`src/rtl/id_switch_bank.sv`:
```
// id_switch_bank: Avalon-MM slave exposing a bank of board switches.
// Switches pass through a two-flop synchroniser, an optional debounce stage,
// sticky change detection with a maskable level interrupt and a change counter.
// Optional feature macro: ID_SWITCH_BANK_DEBOUNCE_EN (per-bit debounce counters).
// Without the macro the debounced register simply follows sync_out one cycle later.

module id_switch_bank #(
  parameter int          WIDTH           = 4,
  parameter int          DEBOUNCE_CYCLES = 50000,
  parameter logic [31:0] VERSION         = 32'h5357_0002
) (
  input  logic             clock,
  input  logic             reset,
  input  logic [15:0]      avalon_slave_address,
  input  logic             avalon_slave_write,
  input  logic [31:0]      avalon_slave_writedata,
  input  logic             avalon_slave_read,
  output logic [31:0]      avalon_slave_readdata,
  output logic             avalon_slave_waitrequest,
  input  logic [WIDTH-1:0] sw,
  output logic             irq
);

  localparam logic [7:0] REG_VERSION = 8'h00;
  localparam logic [7:0] REG_DEB     = 8'h01;
  localparam logic [7:0] REG_RAW     = 8'h02;
  localparam logic [7:0] REG_LATCH   = 8'h03;
  localparam logic [7:0] REG_MASK    = 8'h04;
  localparam logic [7:0] REG_COUNT   = 8'h05;

  logic [WIDTH-1:0] sync_meta;
  logic [WIDTH-1:0] sync_out;
  logic [WIDTH-1:0] deb;
  logic [WIDTH-1:0] deb_next;
  logic [WIDTH-1:0] toggle;
  logic             any_toggle;
  logic [WIDTH-1:0] change_latch;
  logic [WIDTH-1:0] irq_mask;
  logic [WIDTH-1:0] latch_clear;
  logic [31:0]      change_count;
  logic             wait_flag;
  logic [31:0]      read_value;
  logic [7:0]       page;
  logic             unused_bits;

  assign page        = avalon_slave_address[15:8];
  assign unused_bits = ^{avalon_slave_address[7:0], avalon_slave_writedata};

  function automatic logic [31:0] zext(input logic [WIDTH-1:0] v);
    logic [31:0] r;
    r = '0;
    r[WIDTH-1:0] = v;
    return r;
  endfunction

  // Two-flop synchroniser for the asynchronous switch inputs
  always_ff @(posedge clock or posedge reset) begin
    if (reset) begin
      sync_meta <= '0;
      sync_out  <= '0;
    end else begin
      sync_meta <= sw;
      sync_out  <= sync_meta;
    end
  end

`ifdef ID_SWITCH_BANK_DEBOUNCE_EN
  localparam int             CW   = (DEBOUNCE_CYCLES > 1) ? $clog2(DEBOUNCE_CYCLES) : 1;
  localparam logic [CW-1:0]  CMAX = CW'(DEBOUNCE_CYCLES - 1);

  logic [WIDTH-1:0][CW-1:0] deb_cnt;
  logic [WIDTH-1:0][CW-1:0] deb_cnt_next;

  // Per-bit stability counters: accept a new level only after it has held long enough
  always_comb begin
    deb_next     = deb;
    deb_cnt_next = deb_cnt;
    for (int i = 0; i < WIDTH; i++) begin
      if (sync_out[i] == deb[i]) begin
        deb_cnt_next[i] = '0;
      end else if (deb_cnt[i] == CMAX) begin
        deb_next[i]     = sync_out[i];
        deb_cnt_next[i] = '0;
      end else begin
        deb_cnt_next[i] = deb_cnt[i] + 1'b1;
      end
    end
  end

  // Debounce counter state
  always_ff @(posedge clock or posedge reset) begin
    if (reset) deb_cnt <= '0;
    else       deb_cnt <= deb_cnt_next;
  end
`else
  localparam int unused_debounce_cycles = DEBOUNCE_CYCLES;

  // No debounce: the accepted value follows the synchroniser output
  always_comb begin
    deb_next = sync_out;
  end
`endif

  assign toggle      = deb_next ^ deb;
  assign any_toggle  = |toggle;
  assign latch_clear = (avalon_slave_write && page == REG_LATCH) ?
                       avalon_slave_writedata[WIDTH-1:0] : '0;

  // Accepted switch value; a set in the latch always beats a simultaneous W1C clear
  always_ff @(posedge clock or posedge reset) begin
    if (reset) begin
      deb          <= '0;
      change_latch <= '0;
    end else begin
      deb          <= deb_next;
      change_latch <= (change_latch & ~latch_clear) | toggle;
    end
  end

  // Change-event counter: one count per toggling cycle, any write restarts it
  always_ff @(posedge clock or posedge reset) begin
    if (reset) begin
      change_count <= '0;
    end else if (avalon_slave_write && page == REG_COUNT) begin
      change_count <= {31'd0, any_toggle};
    end else begin
      change_count <= change_count + {31'd0, any_toggle};
    end
  end

  // Interrupt mask register
  always_ff @(posedge clock or posedge reset) begin
    if (reset) begin
      irq_mask <= '0;
    end else if (avalon_slave_write && page == REG_MASK) begin
      irq_mask <= avalon_slave_writedata[WIDTH-1:0];
    end
  end

  // Registered level interrupt from the masked change latch
  always_ff @(posedge clock or posedge reset) begin
    if (reset) irq <= 1'b0;
    else       irq <= |(change_latch & irq_mask);
  end

  // Read multiplexer over the register map, using pre-write values
  always_comb begin
    read_value = 32'hDEAD_BEEF;
    case (page)
      REG_VERSION: read_value = VERSION;
      REG_DEB:     read_value = zext(deb);
      REG_RAW:     read_value = zext(sync_out);
      REG_LATCH:   read_value = zext(change_latch);
      REG_MASK:    read_value = zext(irq_mask);
      REG_COUNT:   read_value = change_count;
      default:     read_value = 32'hDEAD_BEEF;
    endcase
  end

  // One-cycle read stall: the flag drops for exactly one cycle after a stalled read
  always_ff @(posedge clock or posedge reset) begin
    if (reset) wait_flag <= 1'b1;
    else       wait_flag <= !(avalon_slave_read && wait_flag);
  end

  assign avalon_slave_waitrequest = avalon_slave_read && wait_flag;

  // Read data captured at the edge that ends the stalled cycle, held until the next read
  always_ff @(posedge clock or posedge reset) begin
    if (reset) begin
      avalon_slave_readdata <= '0;
    end else if (avalon_slave_read && wait_flag) begin
      avalon_slave_readdata <= read_value;
    end
  end

endmodule
```
`config.mk`:
```
export PLATFORM = sky130hd
export DESIGN_NAME = id_switch_bank
export DESIGN_NICKNAME = d
export VERILOG_FILES = /design/src/rtl/id_switch_bank.sv
export SDC_FILE = /design/constraint.sdc
export NUM_CORES = 1
export LEC_CHECK = 0
export ABC_AREA = 1
export CORE_MARGIN = 5
export CORE_UTILIZATION = 25
export DETAILED_ROUTE_END_ITERATION = 12
export PLACE_DENSITY_LB_ADDON = 0.3
export SYNTH_ARGS = -nofsm -noshare
export SYNTH_HDL_FRONTEND = slang
export SYNTH_SLANG_ARGS = --single-unit
export TNS_END_PERCENT = 10
```
`constraint.sdc`:
```
create_clock -name clock -period 4.95 [get_ports clock]
set_input_delay 0.495 -clock clock [delete_from_list [all_inputs] [get_ports clock]]
set_output_delay 0.495 -clock clock [all_outputs]
set_load 0.05 [all_outputs]
```
==> impl_metrics.py, run 1 <==
metrics = {
    "status": {
        "status": "finished, final reports clean",
    },
    "yosys": {
        "yosys.area.top_type": "dfrtp_1",
        "synth-simple-area-share_pct": 32.8,
        "synth_cell_types": 35,
        "netlist_instances": 537,
        "avgSynthCellArea_um2": 7.93,
        "synthAdderAreaFrac_pct": 0.588,
        "synth_xor_area_share_pct": 1.85,
        "yosysTopAreaCellShare_pct": 50.0,
        "synth_fp_nets": 595,
        "synth_top_family_by_area": "simple AND/OR/NAND/NOR gates",
        "synth_compound_area_share_pct": 7.67,
        "netlist_top_cells_area": "dfrtp_1, nand2_1, nor2_1, nand3_1, inv_1",
        "synthMuxAreaShare_pct": 0,
        "ys_seq_area_share_pct": 50.6,
        "synth_seq_cells": 86,
        "syn_area_um2": 4260,
        "synth_warnings": 0,
    },
    "critical_path": {
        "crit_chain": "clkdlybuf4s50_1 > nand2_1 > inv_1 > clkdlybuf4s50_1",
        "max_stage_delay_ns": 0.82,
        "crit_fanout": 16,
        "crit_slowest_cell": "clkdlybuf4s50_1",
        "startpoint_type": "input pin",
        "cp_data_arrival_time_ns": 2.27,
        "cp_top_family": "buffers and inverters",
        "path_buf_inv": 3,
        "worstPathRequired_ns": 4.45,
        "critical_path_class": "in2out",
        "path_common_cell": "clkdlybuf4s50_1",
        "reg2reg_slack_ns": 2.76,
        "end_kind": "primary output",
    },
    "clock_network": {
        "clockBufferDepth": 2,
        "postCtsSetupBuffers": 0,
        "clock_latency_ns": 0.34,
        "ctsHoldBuffers": 0,
        "numCtsBuffers": 9,
        "cts.repair.resized": 0,
        "path_clk_slew_ns": 0.06,
        "clock-sinks": 86,
        "cts_max_level": 3,
        "tritoncts": "yes",
        "cts_root_buffer": "clkbuf_16",
    },
    "detailed_routing": {
        "vias": 3626,
        "wl_per_cell_um": 13.6,
        "ant_nets": 0,
        "drc": 0,
        "avgViaCountPerCell": 4.44,
        "wl_um": 11100,
        "firstDrtPassIters": 5,
        "drt_iter0_drc": 250,
    },
    "sta": {
        "tightestPinTransition_ns": 0.974,
        "rsz0062_at_grt": "no",
        "tns_ns": 0,
        "fmax_ghz": 0.362,
        "setup_viol": 0,
        "slew_headroom_pct": 35.0,
        "drv_slew": 0,
        "period_needed_ns": 2.76,
        "hold_viol": 0,
        "clock_skew_ns": 0.00688,
        "post-route-period-util_pct": 55.8,
    },
    "pwr": {
        "p_leak_nw": 2.31,
        "vdd_drop_max_mv": 0.133,
        "comb_power_share_pct": 16.6,
        "power.internal_mw": 1.35,
        "clkPwrFrac_pct": 38.6,
        "switching_share_pct": 29.3,
        "p_per_area_nw_per_um2": 358,
        "total_power_mw": 1.91,
        "seq_power_share_pct": 44.8,
        "switching_power_mw": 0.561,
    },
    "finish": {
        "nFillCells": 1774,
        "seq_area_um2": 2150,
        "area_delta_synth_final_pct": 25.5,
        "nets": 650,
        "drive_gt1_share_pct": 7.37,
        "multi_input_area_um2": 1830,
        "antenna_cells": 0,
    },
    "global_route": {
        "grt_pass1_vias": 3559,
        "grt_remaining_overflow": 0,
        "grt_max_degree": 58,
        "track_usage_pct": 11.9,
        "grt_antenna_before_repair": 0,
        "grt_pass1_wl_um": 18800,
    },
    "floorplan": {
        "coreArea_um2": 16600,
        "die_h_um": 141,
        "initial_utilization_pct": 25.6,
        "num_io_pins": 90,
        "dieWidth_um": 141,
        "dieArea_um2": 19700,
        "rows": 47,
    },
    "flow_run": {
        "maxCapViolCount": 0,
    },
    "place": {
        "gp_congestion": 0.871,
        "portBuffers": 53,
        "dp_hpwl_um": 8320,
    },
    "min_path": {
        "hold_class": "reg2reg",
    },
}
==> metal layers <==
metal / track usage [%] / vias up / part of all wire [%]
met1: 16.6 / 1705 / 49
li1: - / 1835 / -
met3: 2.76 / 11 / 4.5
met4: 3.88 / 0 / 1.5
met5: 0 / - / 0
met2: 18.3 / 75 / 45
==> through the flow <==
step | std cells | instance area, µm² | hold WS, ns | utilization [%] | worst slack [ns]
floorplan | 537 | 4260 | 0.331 | - | 2.23
global placement | 801 | 5010 | 0.334 | 30.1 | 2.19
detailed placement | 801 | 5010 | 0.337 | 30.1 | 2.17
CTS | 817 | 5350 | 0.351 | 32.1 | 2.16
global route | 817 | 5350 | 0.369 | 32.1 | 2.03
finish | 817 | 5350 | 0.349 | 32.1 | 2.19
==> cells in the final DEF, fill, tap and decap left out, types with 2 or more instances in the layout <==
master and count:
a21oi_1 25, a31oi_1 8, buf_4 2, bufinv_16 2, clkbuf_16 9, clkbuf_8 2
clkdlybuf4s50_1 53, clkinv_2 2, dfrtp_1 85, ha_1 2, inv_1 49, inv_2 3
nand2_1 142, nand2_2 4, nand3_1 38, nand4_1 10, nor2_1 90, nor2_2 5
nor2_4 5, nor3_1 13, nor3_2 2, o21a_1 3, o21ai_0 17, o31ai_1 3
xnor2_1 6, xor2_1 3
==> power by group through the flow <==
stage / Clock (mW) / Sequential [mW] / Combinational [mW]
after floorplan: 0 / 0.871 / 0.211
after global placement: 0 / 0.866 / 0.319
after detailed placement: 0 / 0.869 / 0.321
after CTS: 0.761 / 0.857 / 0.323
after global routing: 0.790 / 0.869 / 0.362
final: 0.739 / 0.858 / 0.318
==> worst paths after layout <==
kind / startpoint / cells after the start / to
max reg2reg: deb_next[2] / 9 / change_count[10]
max: avalon_slave_read / 4 / avalon_slave_waitrequest
min in group asynchronous: reset / 2 / sync_meta[2]
min reg2reg: sync_meta[1] / 0 / deb_next[1]
min: sync_meta[1] / 0 / deb_next[1]
max in group asynchronous: reset / 3 / avalon_slave_readdata[16]
==> synthesized netlist by cell type (all sizes together) <==
cell type,count
o21ai,18
clkbuf,4
inv,54
a31oi,8
dfrtp,85
nor3,16
ha,2
nand4,10
xnor2,6
nand3,39
a21oi,25
nand2,147
xor2,3
dfstp,1
o21a,3
nor2,100
o211ai,1
and3,1
nand3b,1
o2111ai,1
nor3b,2
buf,7
o31ai,3
==> cells by family after synthesis <==
| kind of cell | after synthesis |
|---|---|
| AND/OR/NAND/NOR | 316 |
| flip-flops | 86 |
| buffers and inverters | 65 |
| AO/OA/AOI/OAI | 59 |
| XOR/XNOR | 9 |
| adder cells (fa/ha/maj) | 2 |
==> state kept, by name, summed over array words and instances (netlist names) <==
signal	cells
wait_flag	1
deb	4
change_latch	4
change_count	32
avalon_slave_readdata	32
sync_meta	4
irq_mask	4
irq	1
deb_next	4
==> final cells by class <==
class / count / share of cell area, %
multi-input combinational: 386 / 34.2
timing repair buffer: 55 / 10.2
inverter: 54 / 3.86
sequential: 86 / 40.3
tap: 220 / 5.15
clock buffer: 11 / 4.73
clock inverter: 5 / 1.52
(Power assumes the default switching activity.)
==> run 2, diff against run 1 <==
- clock period: 4.95 -> 2.4 ns (I/O delays scaled with it)
==> run 2 against run 1 <==
Effect of this change:
- flip-flop and latch count is the same
- critical endpoint is now change_count[20]
- hold slack worse by 0.15 ns
- power increased by 93%
- via count shrank 0.63%
- non-clock buffer count rose by 5
==> impl_metrics.py, run 2 (synthesized netlist as in run 1, its figures left out) <==
metrics = {
    "critical_path": {
        "r2r_end": "change_count[20]",
        "startpoint_type": "flip-flop",
        "end_kind": "flip-flop",
        "cp_data_arrival_time_ns": 2.28,
        "max_stage_delay_ns": 0.40,
        "reg2reg_depth": 10,
        "crit_chain": "xnor2_1 > nand4_1 > ha_1 > nand3_4 > nor2_2 > inv_1 > nor2_2 > nand3_1 > o21ai_1 > nor2_1",
        "path_buf_inv": 1,
        "critical_path_class": "reg2reg",
        "cp-endpoint": "change_count[20]",
        "crit_fanout": 6,
        "reg2reg_slack_ns": 0.34,
        "cp_top_family": "simple AND/OR/NAND/NOR gates",
        "crit_start": "deb_next[3]",
        "reg2reg_from": "deb_next[3]",
        "crit_slowest_cell": "dfrtp_1",
        "cp_num_cells": 10,
        "worstPathRequired_ns": 2.62,
        "path_common_cell": "nor2_2",
    },
    "pwr": {
        "p_per_area_nw_per_um2": 692,
        "vdd_drop_max_mv": 0.320,
        "comb_power_share_pct": 18.1,
        "seq_power_share_pct": 47.8,
        "clkPwrFrac_pct": 34.1,
        "switching_share_pct": 30.8,
        "power.internal_mw": 2.56,
        "p_leak_nw": 2.32,
        "switching_power_mw": 1.14,
    },
    "sta": {
        "post-route-period-util_pct": 85.8,
        "period_needed_ns": 2.06,
        "slew_headroom_pct": 65.3,
        "clock_skew_ns": 0.00817,
        "fmax_ghz": 0.486,
        "setup_viol": 0,
        "tightestPinTransition_ns": 0.518,
        "fin_hold_ws_ns": 0.203,
        "drv_slew": 0,
        "rsz0062_at_grt": "no",
        "tns_ns": 0,
        "hold_viol": 0,
    },
    "clock_network": {
        "clockBufferDepth": 2,
        "ctsHoldBuffers": 0,
        "path_clk_slew_ns": 0.06,
        "tritoncts": "yes",
        "numCtsBuffers": 9,
        "cts_max_level": 3,
        "clock-sinks": 86,
        "cts_root_buffer": "clkbuf_16",
        "postCtsSetupBuffers": 0,
        "cts.repair.resized": 0,
        "clock_latency_ns": 0.34,
    },
    "finish": {
        "nets": 655,
        "drive_gt1_share_pct": 7.81,
        "postLayoutCoreUtil_pct": 32.1,
        "stdcell_area_um2": 5340,
        "nFillCells": 1731,
        "final_cell_mix": "nand2_1, nor2_1, dfrtp_1",
        "fin_cells": 822,
        "layout_commonest_cell": "nand2_1",
        "area_delta_synth_final_pct": 25.4,
        "top_regs": "avalon_slave_readdata (32), change_count (32)",
        "antenna_cells": 0,
    },
    "detailed_routing": {
        "vias": 3603,
        "wl_um": 11100,
        "wl_per_cell_um": 13.5,
        "drc": 0,
        "avgViaCountPerCell": 4.38,
        "firstDrtPassIters": 5,
        "ant_nets": 0,
        "drt_iter0_drc": 320,
    },
    "global_route": {
        "grt_remaining_overflow": 0,
        "grt_pass1_vias": 3634,
        "grt_pass1_wl_um": 18500,
        "track_usage_pct": 11.6,
        "grt_max_degree": 77,
        "grt_antenna_before_repair": 0,
    },
    "floorplan": {
        "coreArea_um2": 16600,
        "die_h_um": 141,
        "initial_utilization_pct": 25.6,
        "dieWidth_um": 141,
        "rows": 47,
        "dieArea_um2": 19700,
        "num_io_pins": 90,
    },
    "place": {
        "place_inst": 806,
        "dp_hpwl_um": 8300,
        "portBuffers": 53,
        "place_area_um2": 5070,
        "gp_congestion": 0.867,
    },
    "status": {
        "status": "finished, final reports clean",
    },
    "min_path": {
        "hold_class": "in2async",
    },
    "flow_run": {
        "maxCapViolCount": 0,
    },
}
-- run 2: cell types whose count changed in the layout (fill, tap and decap cells not counted), moves of 2 or more --
cell,change
bufinv_16,-2
buf_12,+2
buf_4,+4
clkbuf_1,+2
-- run 2: power by group through the flow --
stage               sequential, mW  clock [mW]  combinational [mW]
floorplan                     1.80           0               0.436
global placement              1.79           0               0.669
detailed placement            1.79           0               0.675
CTS                           1.76        1.30               0.681
global route                  1.79        1.38               0.756
finish                        1.77        1.26               0.670
-- run 2: worst min-delay path by stage --
stage                        end  slack, ns  cells past startpoint
floorplan           sync_meta[0]       0.27                      0
global placement     deb_next[2]       0.34                      0
detailed placement   deb_next[1]       0.34                      0
CTS                 sync_meta[2]       0.20                      2
global route        sync_meta[2]       0.22                      2
finish              sync_meta[2]       0.20                      2
-- run 2: layout make-up --
cell class                 count  area (µm²)  area share, %
inverter                      54         209           3.91
clock buffer                  12         246           4.62
sequential                    86        2150           40.3
timing repair buffer          60         606           11.3
clock inverter                 4        22.5          0.422
tap                          220         275           5.15
multi-input combinational    386        1830           34.2
-- run 2: metal layers --
metal | up-vias | part of all wire [%] | global-route usage [%]
met2 | 68 | 44 | 17.9
met5 | - | 0 | 0
met3 | 10 | 5.4 | 2.83
met1 | 1681 | 49 | 16.1
li1 | 1844 | - | -
met4 | 0 | 1.1 | 3.31
-- run 2: worst reg2reg max path, stage by stage, from the launching register on --
cell,delay [ns]
dfrtp_1,0.40
xnor2_1,0.17
nand4_1,0.17
ha_1,0.31
nand3_4,0.15
nor2_2,0.15
inv_1,0.08
nor2_2,0.23
nand3_1,0.11
o21ai_1,0.14
nor2_1,0.05
-- run 2: per-stage QoR --
stage	power, mW	setup WS, ns
2_1_floorplan	2.23	0.656
3_3_place_gp	2.45	0.367
6_report	3.69	0.342
5_1_grt	3.92	0.0962
3_5_place_dp	2.47	0.333
4_1_cts	3.75	0.319
